<file path="config.mk">
export PLATFORM = sky130hd
export DESIGN_NAME = sys_ctrl_cmd_flat
export DESIGN_NICKNAME = d
export VERILOG_FILES = /design/src/rtl/sys_ctrl_pkg.sv /design/src/rtl/sys_ctrl_cmd_if.sv /design/src/rtl/sys_ctrl_cmd.sv /design/src/flat_wrapper.sv
export SDC_FILE = /design/constraint.sdc
export NUM_CORES = 1
export LEC_CHECK = 0
export CORE_MARGIN = 3
export CORE_UTILIZATION = 49
export DETAILED_ROUTE_END_ITERATION = 8
export PLACE_DENSITY = 0.84
export SKIP_LAST_GASP = 1
export SLEW_MARGIN = 0
export SYNTH_ARGS = -nofsm -noshare
export SYNTH_HDL_FRONTEND = slang
export SYNTH_SLANG_ARGS = --single-unit
</file>
<file path="constraint.sdc">
create_clock -name CLK -period 3.95 [get_ports CLK]
set_input_delay 0.79 -clock CLK [delete_from_list [all_inputs] [get_ports CLK]]
set_output_delay 0.79 -clock CLK [all_outputs]
set_load 0.1 [all_outputs]
</file>
<file path="src/rtl/sys_ctrl_pkg.sv">
// Shared definitions for the UART command decoder: opcodes, operand addresses, FSM states.
package sys_ctrl_pkg;

  localparam logic [7:0] CMD_WR      = 8'hAA;
  localparam logic [7:0] CMD_RD      = 8'hBB;
  localparam logic [7:0] CMD_ALU_OP  = 8'hCC;
  localparam logic [7:0] CMD_ALU_NOP = 8'hDD;

  localparam int unsigned OPA_ADDR = 0;
  localparam int unsigned OPB_ADDR = 1;

  typedef enum logic [3:0] {
    StIdle,
    StWrAddr,
    StWrData,
    StRdAddr,
    StRdWait,
    StOpA,
    StOpB,
    StFun,
    StAluWait,
    StSendLo,
    StSendHi,
    StSendRd
  } state_e;

endpackage

</file>
<file path="src/rtl/sys_ctrl_cmd_if.sv">
// Bundle of RX, register-file, ALU and TX-FIFO signals around the command decoder.
interface sys_ctrl_cmd_if #(
  parameter int unsigned DATA_W = 8,
  parameter int unsigned ADDR_W = 4,
  parameter int unsigned FUN_W  = 4
);
  logic [DATA_W-1:0]   RX_P_DATA;
  logic                RX_D_VLD;
  logic                RX_ERR;
  logic [DATA_W-1:0]   RF_RdData;
  logic                RF_RdData_VLD;
  logic [2*DATA_W-1:0] ALU_OUT;
  logic                ALU_OUT_VLD;
  logic                FIFO_FULL;
  logic                RF_WrEn;
  logic                RF_RdEn;
  logic [ADDR_W-1:0]   RF_Address;
  logic [DATA_W-1:0]   RF_WrData;
  logic                ALU_EN;
  logic [FUN_W-1:0]    ALU_FUN;
  logic                CLK_GATE_EN;
  logic [DATA_W-1:0]   TX_P_DATA;
  logic                TX_D_VLD;
  logic                BUSY;

  // master is the decoder side
  modport master (
    input  RX_P_DATA, RX_D_VLD, RX_ERR, RF_RdData, RF_RdData_VLD, ALU_OUT, ALU_OUT_VLD,
           FIFO_FULL,
    output RF_WrEn, RF_RdEn, RF_Address, RF_WrData, ALU_EN, ALU_FUN, CLK_GATE_EN,
           TX_P_DATA, TX_D_VLD, BUSY
  );

  modport slave (
    output RX_P_DATA, RX_D_VLD, RX_ERR, RF_RdData, RF_RdData_VLD, ALU_OUT, ALU_OUT_VLD,
           FIFO_FULL,
    input  RF_WrEn, RF_RdEn, RF_Address, RF_WrData, ALU_EN, ALU_FUN, CLK_GATE_EN,
           TX_P_DATA, TX_D_VLD, BUSY
  );
endinterface

</file>
<file path="src/rtl/sys_ctrl_cmd.sv">
// UART command decoder: parses WR/RD/ALU frames, strobes the register file and ALU,
// and returns results as bytes into the TX FIFO. All strobes are registered.
module sys_ctrl_cmd
  import sys_ctrl_pkg::*;
#(
  parameter int unsigned DATA_W = 8,
  parameter int unsigned ADDR_W = 4,
  parameter int unsigned FUN_W  = 4
) (
  input logic            CLK,
  input logic            RST,
  sys_ctrl_cmd_if.master bus
);

  state_e              state_q, state_d;
  logic                wr_en_q, wr_en_d;
  logic                rd_en_q, rd_en_d;
  logic                alu_en_q, alu_en_d;
  logic [ADDR_W-1:0]   address_q, address_d;
  logic [DATA_W-1:0]   wr_data_q, wr_data_d;
  logic [FUN_W-1:0]    fun_q, fun_d;
  logic [DATA_W-1:0]   tx_data_q, tx_data_d;
  logic                tx_vld_q, tx_vld_d;
  logic [DATA_W-1:0]   result_hi_q, result_hi_d;
  logic                rx_ok, rx_bad;

  assign rx_ok  = bus.RX_D_VLD & ~bus.RX_ERR;
  assign rx_bad = bus.RX_D_VLD & bus.RX_ERR;

  always_comb begin
    state_d     = state_q;
    wr_en_d     = 1'b0;
    rd_en_d     = 1'b0;
    alu_en_d    = 1'b0;
    address_d   = address_q;
    wr_data_d   = wr_data_q;
    fun_d       = fun_q;
    tx_data_d   = tx_data_q;
    tx_vld_d    = tx_vld_q;
    result_hi_d = result_hi_q;

    unique case (state_q)
      StIdle: begin
        if (rx_ok) begin
          case (bus.RX_P_DATA)
            CMD_WR:      state_d = StWrAddr;
            CMD_RD:      state_d = StRdAddr;
            CMD_ALU_OP:  state_d = StOpA;
            CMD_ALU_NOP: state_d = StFun;
            default:     state_d = StIdle;
          endcase
        end
      end
      StWrAddr: begin
        if (rx_bad) begin
          state_d = StIdle;
        end else if (rx_ok) begin
          address_d = bus.RX_P_DATA[ADDR_W-1:0];
          state_d   = StWrData;
        end
      end
      StWrData: begin
        if (rx_bad) begin
          state_d = StIdle;
        end else if (rx_ok) begin
          wr_en_d   = 1'b1;
          wr_data_d = bus.RX_P_DATA;
          state_d   = StIdle;
        end
      end
      StRdAddr: begin
        if (rx_bad) begin
          state_d = StIdle;
        end else if (rx_ok) begin
          rd_en_d   = 1'b1;
          address_d = bus.RX_P_DATA[ADDR_W-1:0];
          state_d   = StRdWait;
        end
      end
      StRdWait: begin
        if (bus.RF_RdData_VLD) begin
          tx_data_d = bus.RF_RdData;
          tx_vld_d  = 1'b1;
          state_d   = StSendRd;
        end
      end
      StOpA, StOpB: begin
        if (rx_bad) begin
          state_d = StIdle;
        end else if (rx_ok) begin
          wr_en_d   = 1'b1;
          wr_data_d = bus.RX_P_DATA;
          address_d = (state_q == StOpA) ? ADDR_W'(OPA_ADDR) : ADDR_W'(OPB_ADDR);
          state_d   = (state_q == StOpA) ? StOpB : StFun;
        end
      end
      StFun: begin
        if (rx_bad) begin
          state_d = StIdle;
        end else if (rx_ok) begin
          alu_en_d = 1'b1;
          fun_d    = bus.RX_P_DATA[FUN_W-1:0];
          state_d  = StAluWait;
        end
      end
      StAluWait: begin
        if (bus.ALU_OUT_VLD) begin
          tx_data_d   = bus.ALU_OUT[DATA_W-1:0];
          result_hi_d = bus.ALU_OUT[2*DATA_W-1:DATA_W];
          tx_vld_d    = 1'b1;
          state_d     = StSendLo;
        end
      end
      // A send state advances only on the cycle its byte is accepted by the FIFO.
      StSendLo: begin
        if (!bus.FIFO_FULL) begin
          tx_data_d = result_hi_q;
          state_d   = StSendHi;
        end
      end
      StSendHi, StSendRd: begin
        if (!bus.FIFO_FULL) begin
          tx_vld_d = 1'b0;
          state_d  = StIdle;
        end
      end
      default: state_d = StIdle;
    endcase
  end

  always_ff @(posedge CLK or negedge RST) begin
    if (!RST) begin
      state_q     <= StIdle;
      wr_en_q     <= 1'b0;
      rd_en_q     <= 1'b0;
      alu_en_q    <= 1'b0;
      address_q   <= '0;
      wr_data_q   <= '0;
      fun_q       <= '0;
      tx_data_q   <= '0;
      tx_vld_q    <= 1'b0;
      result_hi_q <= '0;
    end else begin
      state_q     <= state_d;
      wr_en_q     <= wr_en_d;
      rd_en_q     <= rd_en_d;
      alu_en_q    <= alu_en_d;
      address_q   <= address_d;
      wr_data_q   <= wr_data_d;
      fun_q       <= fun_d;
      tx_data_q   <= tx_data_d;
      tx_vld_q    <= tx_vld_d;
      result_hi_q <= result_hi_d;
    end
  end

  assign bus.RF_WrEn     = wr_en_q;
  assign bus.RF_RdEn     = rd_en_q;
  assign bus.RF_Address  = address_q;
  assign bus.RF_WrData   = wr_data_q;
  assign bus.ALU_EN      = alu_en_q;
  assign bus.ALU_FUN     = fun_q;
  assign bus.TX_P_DATA   = tx_data_q;
  assign bus.TX_D_VLD    = tx_vld_q;
  assign bus.BUSY        = (state_q != StIdle);
  assign bus.CLK_GATE_EN = (state_q == StFun) || (state_q == StAluWait);

endmodule

</file>
<file path="src/flat_wrapper.sv">
// flat-port wrapper written by rule: the top's interface ports become plain ports
module sys_ctrl_cmd_flat import sys_ctrl_pkg::*;
#(
  parameter int unsigned DATA_W = 8,
  parameter int unsigned ADDR_W = 4,
  parameter int unsigned FUN_W  = 4
)
  (CLK, RST, bus_RX_P_DATA, bus_RX_D_VLD, bus_RX_ERR, bus_RF_RdData, bus_RF_RdData_VLD, bus_ALU_OUT, bus_ALU_OUT_VLD, bus_FIFO_FULL, bus_RF_WrEn, bus_RF_RdEn, bus_RF_Address, bus_RF_WrData, bus_ALU_EN, bus_ALU_FUN, bus_CLK_GATE_EN, bus_TX_P_DATA, bus_TX_D_VLD, bus_BUSY);
  sys_ctrl_cmd_if #(.DATA_W(DATA_W), .ADDR_W(ADDR_W), .FUN_W(FUN_W)) bus_i ();
  input logic CLK;
  input logic RST;
  input wire logic [$bits(bus_i.RX_P_DATA)-1:0] bus_RX_P_DATA;
  input wire logic [$bits(bus_i.RX_D_VLD)-1:0] bus_RX_D_VLD;
  input wire logic [$bits(bus_i.RX_ERR)-1:0] bus_RX_ERR;
  input wire logic [$bits(bus_i.RF_RdData)-1:0] bus_RF_RdData;
  input wire logic [$bits(bus_i.RF_RdData_VLD)-1:0] bus_RF_RdData_VLD;
  input wire logic [$bits(bus_i.ALU_OUT)-1:0] bus_ALU_OUT;
  input wire logic [$bits(bus_i.ALU_OUT_VLD)-1:0] bus_ALU_OUT_VLD;
  input wire logic [$bits(bus_i.FIFO_FULL)-1:0] bus_FIFO_FULL;
  output wire logic [$bits(bus_i.RF_WrEn)-1:0] bus_RF_WrEn;
  output wire logic [$bits(bus_i.RF_RdEn)-1:0] bus_RF_RdEn;
  output wire logic [$bits(bus_i.RF_Address)-1:0] bus_RF_Address;
  output wire logic [$bits(bus_i.RF_WrData)-1:0] bus_RF_WrData;
  output wire logic [$bits(bus_i.ALU_EN)-1:0] bus_ALU_EN;
  output wire logic [$bits(bus_i.ALU_FUN)-1:0] bus_ALU_FUN;
  output wire logic [$bits(bus_i.CLK_GATE_EN)-1:0] bus_CLK_GATE_EN;
  output wire logic [$bits(bus_i.TX_P_DATA)-1:0] bus_TX_P_DATA;
  output wire logic [$bits(bus_i.TX_D_VLD)-1:0] bus_TX_D_VLD;
  output wire logic [$bits(bus_i.BUSY)-1:0] bus_BUSY;
  assign bus_i.RX_P_DATA = bus_RX_P_DATA;
  assign bus_i.RX_D_VLD = bus_RX_D_VLD;
  assign bus_i.RX_ERR = bus_RX_ERR;
  assign bus_i.RF_RdData = bus_RF_RdData;
  assign bus_i.RF_RdData_VLD = bus_RF_RdData_VLD;
  assign bus_i.ALU_OUT = bus_ALU_OUT;
  assign bus_i.ALU_OUT_VLD = bus_ALU_OUT_VLD;
  assign bus_i.FIFO_FULL = bus_FIFO_FULL;
  assign bus_RF_WrEn = bus_i.RF_WrEn;
  assign bus_RF_RdEn = bus_i.RF_RdEn;
  assign bus_RF_Address = bus_i.RF_Address;
  assign bus_RF_WrData = bus_i.RF_WrData;
  assign bus_ALU_EN = bus_i.ALU_EN;
  assign bus_ALU_FUN = bus_i.ALU_FUN;
  assign bus_CLK_GATE_EN = bus_i.CLK_GATE_EN;
  assign bus_TX_P_DATA = bus_i.TX_P_DATA;
  assign bus_TX_D_VLD = bus_i.TX_D_VLD;
  assign bus_BUSY = bus_i.BUSY;
  sys_ctrl_cmd #(.DATA_W(DATA_W), .ADDR_W(ADDR_W), .FUN_W(FUN_W)) u_core (.CLK(CLK), .RST(RST), .bus(bus_i));
endmodule
</file>
==> Flow_metrics.wiki <==
{| class="wikitable"
! Metric !! Value
|-
| Number of warnings printed during yosys synthesis || 0
|-
| Cell count after synthesis || 192
|-
| Count of boundary I/O pins || 69
|-
| Antenna violations before repair || 0
|-
| Number of flops mapped to enable cells by yosys || 0
|-
| Final Slew Violations || 0
|-
| Maximum clock frequency || 338 MHz
|-
| Number of nets in the final layout || 294
|-
| CP arrival || between 2000 and 2500 ps
|-
| Most used standard cell by instance count after synthesis || sky130_fd_sc_hd__dfrtp_1
|-
| Max-capacitance violation count || 0
|-
| RSZ-0062 raised after global routing || false
|-
| Detailed-placement wirelength estimate || 3650 um
|-
| Root buffer cell || sky130_fd_sc_hd__clkbuf_8
|-
| Ant. Diodes || 0
|-
| Source of the worst register-to-register timing path || u_core.state_q[0]$_DFFE_PN0P_
|-
| M2 GR Usage || 0.311
|-
| Post-route setup TNS || 0 ps
|-
| Die Span X || 71.6 um
|-
| GR Util met1 || 0.279
|-
| Most frequent cells after synthesis || 40 x sky130_fd_sc_hd__dfrtp_1, 28 x sky130_fd_sc_hd__mux2_2, 18 x sky130_fd_sc_hd__nand2_1
|-
| Hold-critical path depth || 2
|-
| Status || completed
|-
| Weighted congestion reported at the end of routability-driven placement || 0.865
|-
| Number of global-route vias before repair || 1748
|-
| Shortest clock period the worst path allows after layout || 2960 ps
|-
| Clock Pin Slew Worst Setup and Hold Paths || 80 ps
|-
| Cell variety after synth || 46
|-
| H-tree depth reported by CTS || 2
|-
| Number of buffers on the longest clock path || 2
|-
| Routed len/inst || 16.1 um
|-
| Fraction of final layout cells with drive strength greater than 1 || 0.180
|-
| Average size of a mapped cell || roughly 11 sq um
|-
| Class of the most critical hold timing path || reg2reg
|-
| Port buffer count || 68
|-
| Worst Tran Pin Value || 992 ps
|-
| Met3 Usage GRT || 0.0589
|-
| Critical path data required time || 3160 ps
|-
| Period Utilization, post-route || 0.749
|-
| Violation count after the first detailed-routing iteration || 95
|-
| Starting Density || 0.517
|-
| Source of the worst hold timing path || u_core.bus.RF_Address[0]$_DFFE_PN0P_
|-
| Quantity of gates resized following cts || 0
|-
| Dominant cells by area after synthesis || sky130_fd_sc_hd__dfrtp_1 47%, sky130_fd_sc_hd__mux2_2 15%, sky130_fd_sc_hd__a221o_1 3.8%, sky130_fd_sc_hd__o21ai_0 3.3%, sky130_fd_sc_hd__nand2_1 3.2%
|-
| R2R Path End || u_core.bus.TX_P_DATA[4]$_DFFE_PN0P_
|-
| Placement Rows || 23
|-
| Share of Yosys cell area claimed by the top area cell type || 0.474
|-
| Placeable Area || 4090 sq um
|-
| Clk_skew || 4.95 ps
|-
| CTS tree || done
|-
| Maximum number of pins on one net before global-route repair || ~40
|-
| Post-synthesis sequential area ratio || 0.474
|-
| Residual DRC || 0
|-
| Worst setup EP type || output port
|-
| Logic depth of the worst register-to-register path || 4
|-
| Fraction of registers with async set/reset || 1.00
|-
| Element type at the critical path start || register
|-
| Nets in the synthesized netlist || 231
|-
| Remaining Overflow, GRT || 0
|-
| Number of CTS-inserted buffers || 5
|-
| Endpoint, Worst Hold || u_core.bus.RF_Address[0]$_DFFE_PN0P_
|-
| First-pass iteration count of the detailed router || 4
|-
| Fillers || around 310
|-
| Normalized max-slew margin || 0.337
|-
| Most heavily used metal layer in global routing || met2
|-
| Via count || between 1500 and 2000
|-
| Critical Path Fanout Max || 19
|-
| Most used flip-flop cell after synthesis || sky130_fd_sc_hd__dfrtp_1
|-
| Flops & latches, synth || 40
|-
| Full die area || 5130 sq um
|-
| Final Hold Violating Endpoints || 0
|-
| Average vias per placed instance || roughly 5.7
|-
| Hold_buf cts || 0
|-
| First-pass GRT wire length || 8220 um
|-
| Area of the mapped netlist || 2110 sq um
|-
| Global-route usage over all layers || 0.202
|-
| Top cell type by total area after synthesis || sky130_fd_sc_hd__dfrtp_1
|-
| Total Routed Length || around 4900 um
|-
| Share of the core filled with cells || 0.703
|-
| Antenna-violating nets left || 0
|-
| Area growth, synth to finish || 36.1%
|-
| Clock latency of the later-clocked register in the worst-skew pair || between 200 and 300 ps
|-
| Number of clock sinks || 40
|-
| Buffers inserted by post-CTS timing repair || 0
|-
| Final number of setup-violating endpoints || 0
|-
| Reg2reg setup slack || 1660 ps
|-
| Setup CP Type || reg2out
|-
| Overall die height || 71.6 um
|}
layer usage:
| metal | part of all wire | routed length [um] | vias to the layer above |
|---|---|---|---|
| met5 | 0 | 0 | - |
| met4 | 0.0089 | 44 | 0 |
| met3 | 0.067 | 331 | 5 |
| met2 | 0.47 | 2330 | 52 |
| met1 | 0.45 | 2230 | 864 |
| li1 | - | - | 826 |
layout by cell type, fill, tap and decap left out, drive strengths merged, types with 2 or more instances in the layout:
cell type      Yosys  final
nand2b             3      3
o21ai             16     16
nor3b              3      3
o22ai              2      2
a31oi              3      3
nor3               2      2
a21boi             2      2
nor2              13     13
clkdlybuf4s50      0     65
nand2             19     19
buf               10      3
xor2               2      2
a221o              8      8
nor2b              2      2
dfrtp             40     40
or4                2      2
xnor2              2      2
a21oi              3      3
clkbuf             2      5
inv                4      4
or2                2      2
nand4bb            3      3
and3               2      2
mux2              29     29
a41oi              2      2
and3b              2      2
critical path: stages (launching register included):
cell	delay, ps
sky130_fd_sc_hd__dfrtp_1	580
sky130_fd_sc_hd__nand2b_4	260
sky130_fd_sc_hd__nor3_2	520
sky130_fd_sc_hd__or2_2	230
sky130_fd_sc_hd__buf_4	280
state kept, by name, indices dropped and copies added, names as in the netlist:
signal	count
u_core.bus.ALU_EN	1
u_core.bus.ALU_FUN	4
u_core.bus.RF_Address	4
u_core.bus.RF_RdEn	1
u_core.bus.RF_WrData	8
u_core.bus.RF_WrEn	1
u_core.bus.TX_D_VLD	1
u_core.bus.TX_P_DATA	8
u_core.result_hi_q	8
u_core.state_q	4
cells by family (layout without fill, tap and decap cells):
group | Yosys count | after routing | synth area share
AO/OA/AOI/OAI | 42 | 42 | 0.139
XOR/XNOR | 4 | 4 | 0.0166
buffers and inverters | 16 | 80 | 0.0462
flip-flops | 40 | 40 | 0.474
multiplexers | 29 | 29 | 0.155
AND/OR/NAND/NOR | 61 | 61 | 0.169
per-stage QoR:
stage	std cells	hold WS, ps	area [sq um]	setup WS [ps]
4_1_cts	306	506	2870	992
3_3_place_gp	298	471	2760	1380
6_report	306	503	2870	993
5_1_grt	306	524	2870	860
2_1_floorplan	192	480	2110	1630
3_5_place_dp	298	483	2760	1320
final cells by class:
class | count | area [sq um] | share of cell area
clock buffers | 5 | 68.8 | 0.0240
repair buffers | 68 | 671 | 0.233
inverters | 4 | 15.0 | 0.00523
well taps | 50 | 62.6 | 0.0218
flip-flops and latches | 40 | 1000 | 0.348
multi-input cells | 136 | 1010 | 0.352
clock inverters | 3 | 42.5 | 0.0148
worst max path at each step:
| stage | from | slack [ps] | cells past startpoint | end |
|---|---|---|---|---|
| 2_1_floorplan | u_core.state_q[2]$_DFFE_PN0P_ | 1630 | 4 | bus_CLK_GATE_EN |
| 3_3_place_gp | u_core.state_q[0]$_DFFE_PN0P_ | 1380 | 3 | bus_CLK_GATE_EN |
| 3_5_place_dp | u_core.state_q[0]$_DFFE_PN0P_ | 1320 | 3 | bus_CLK_GATE_EN |
| 4_1_cts | u_core.state_q[0]$_DFFE_PN0P_ | 990 | 3 | bus_CLK_GATE_EN |
| 5_1_grt | u_core.state_q[0]$_DFFE_PN0P_ | 860 | 3 | bus_CLK_GATE_EN |
| 6_report | u_core.state_q[2]$_DFFE_PN0P_ | 990 | 4 | bus_CLK_GATE_EN |
Power is not shown: default switching activity piles up to over one toggle a cycle in this logic, so the estimate is an artifact.
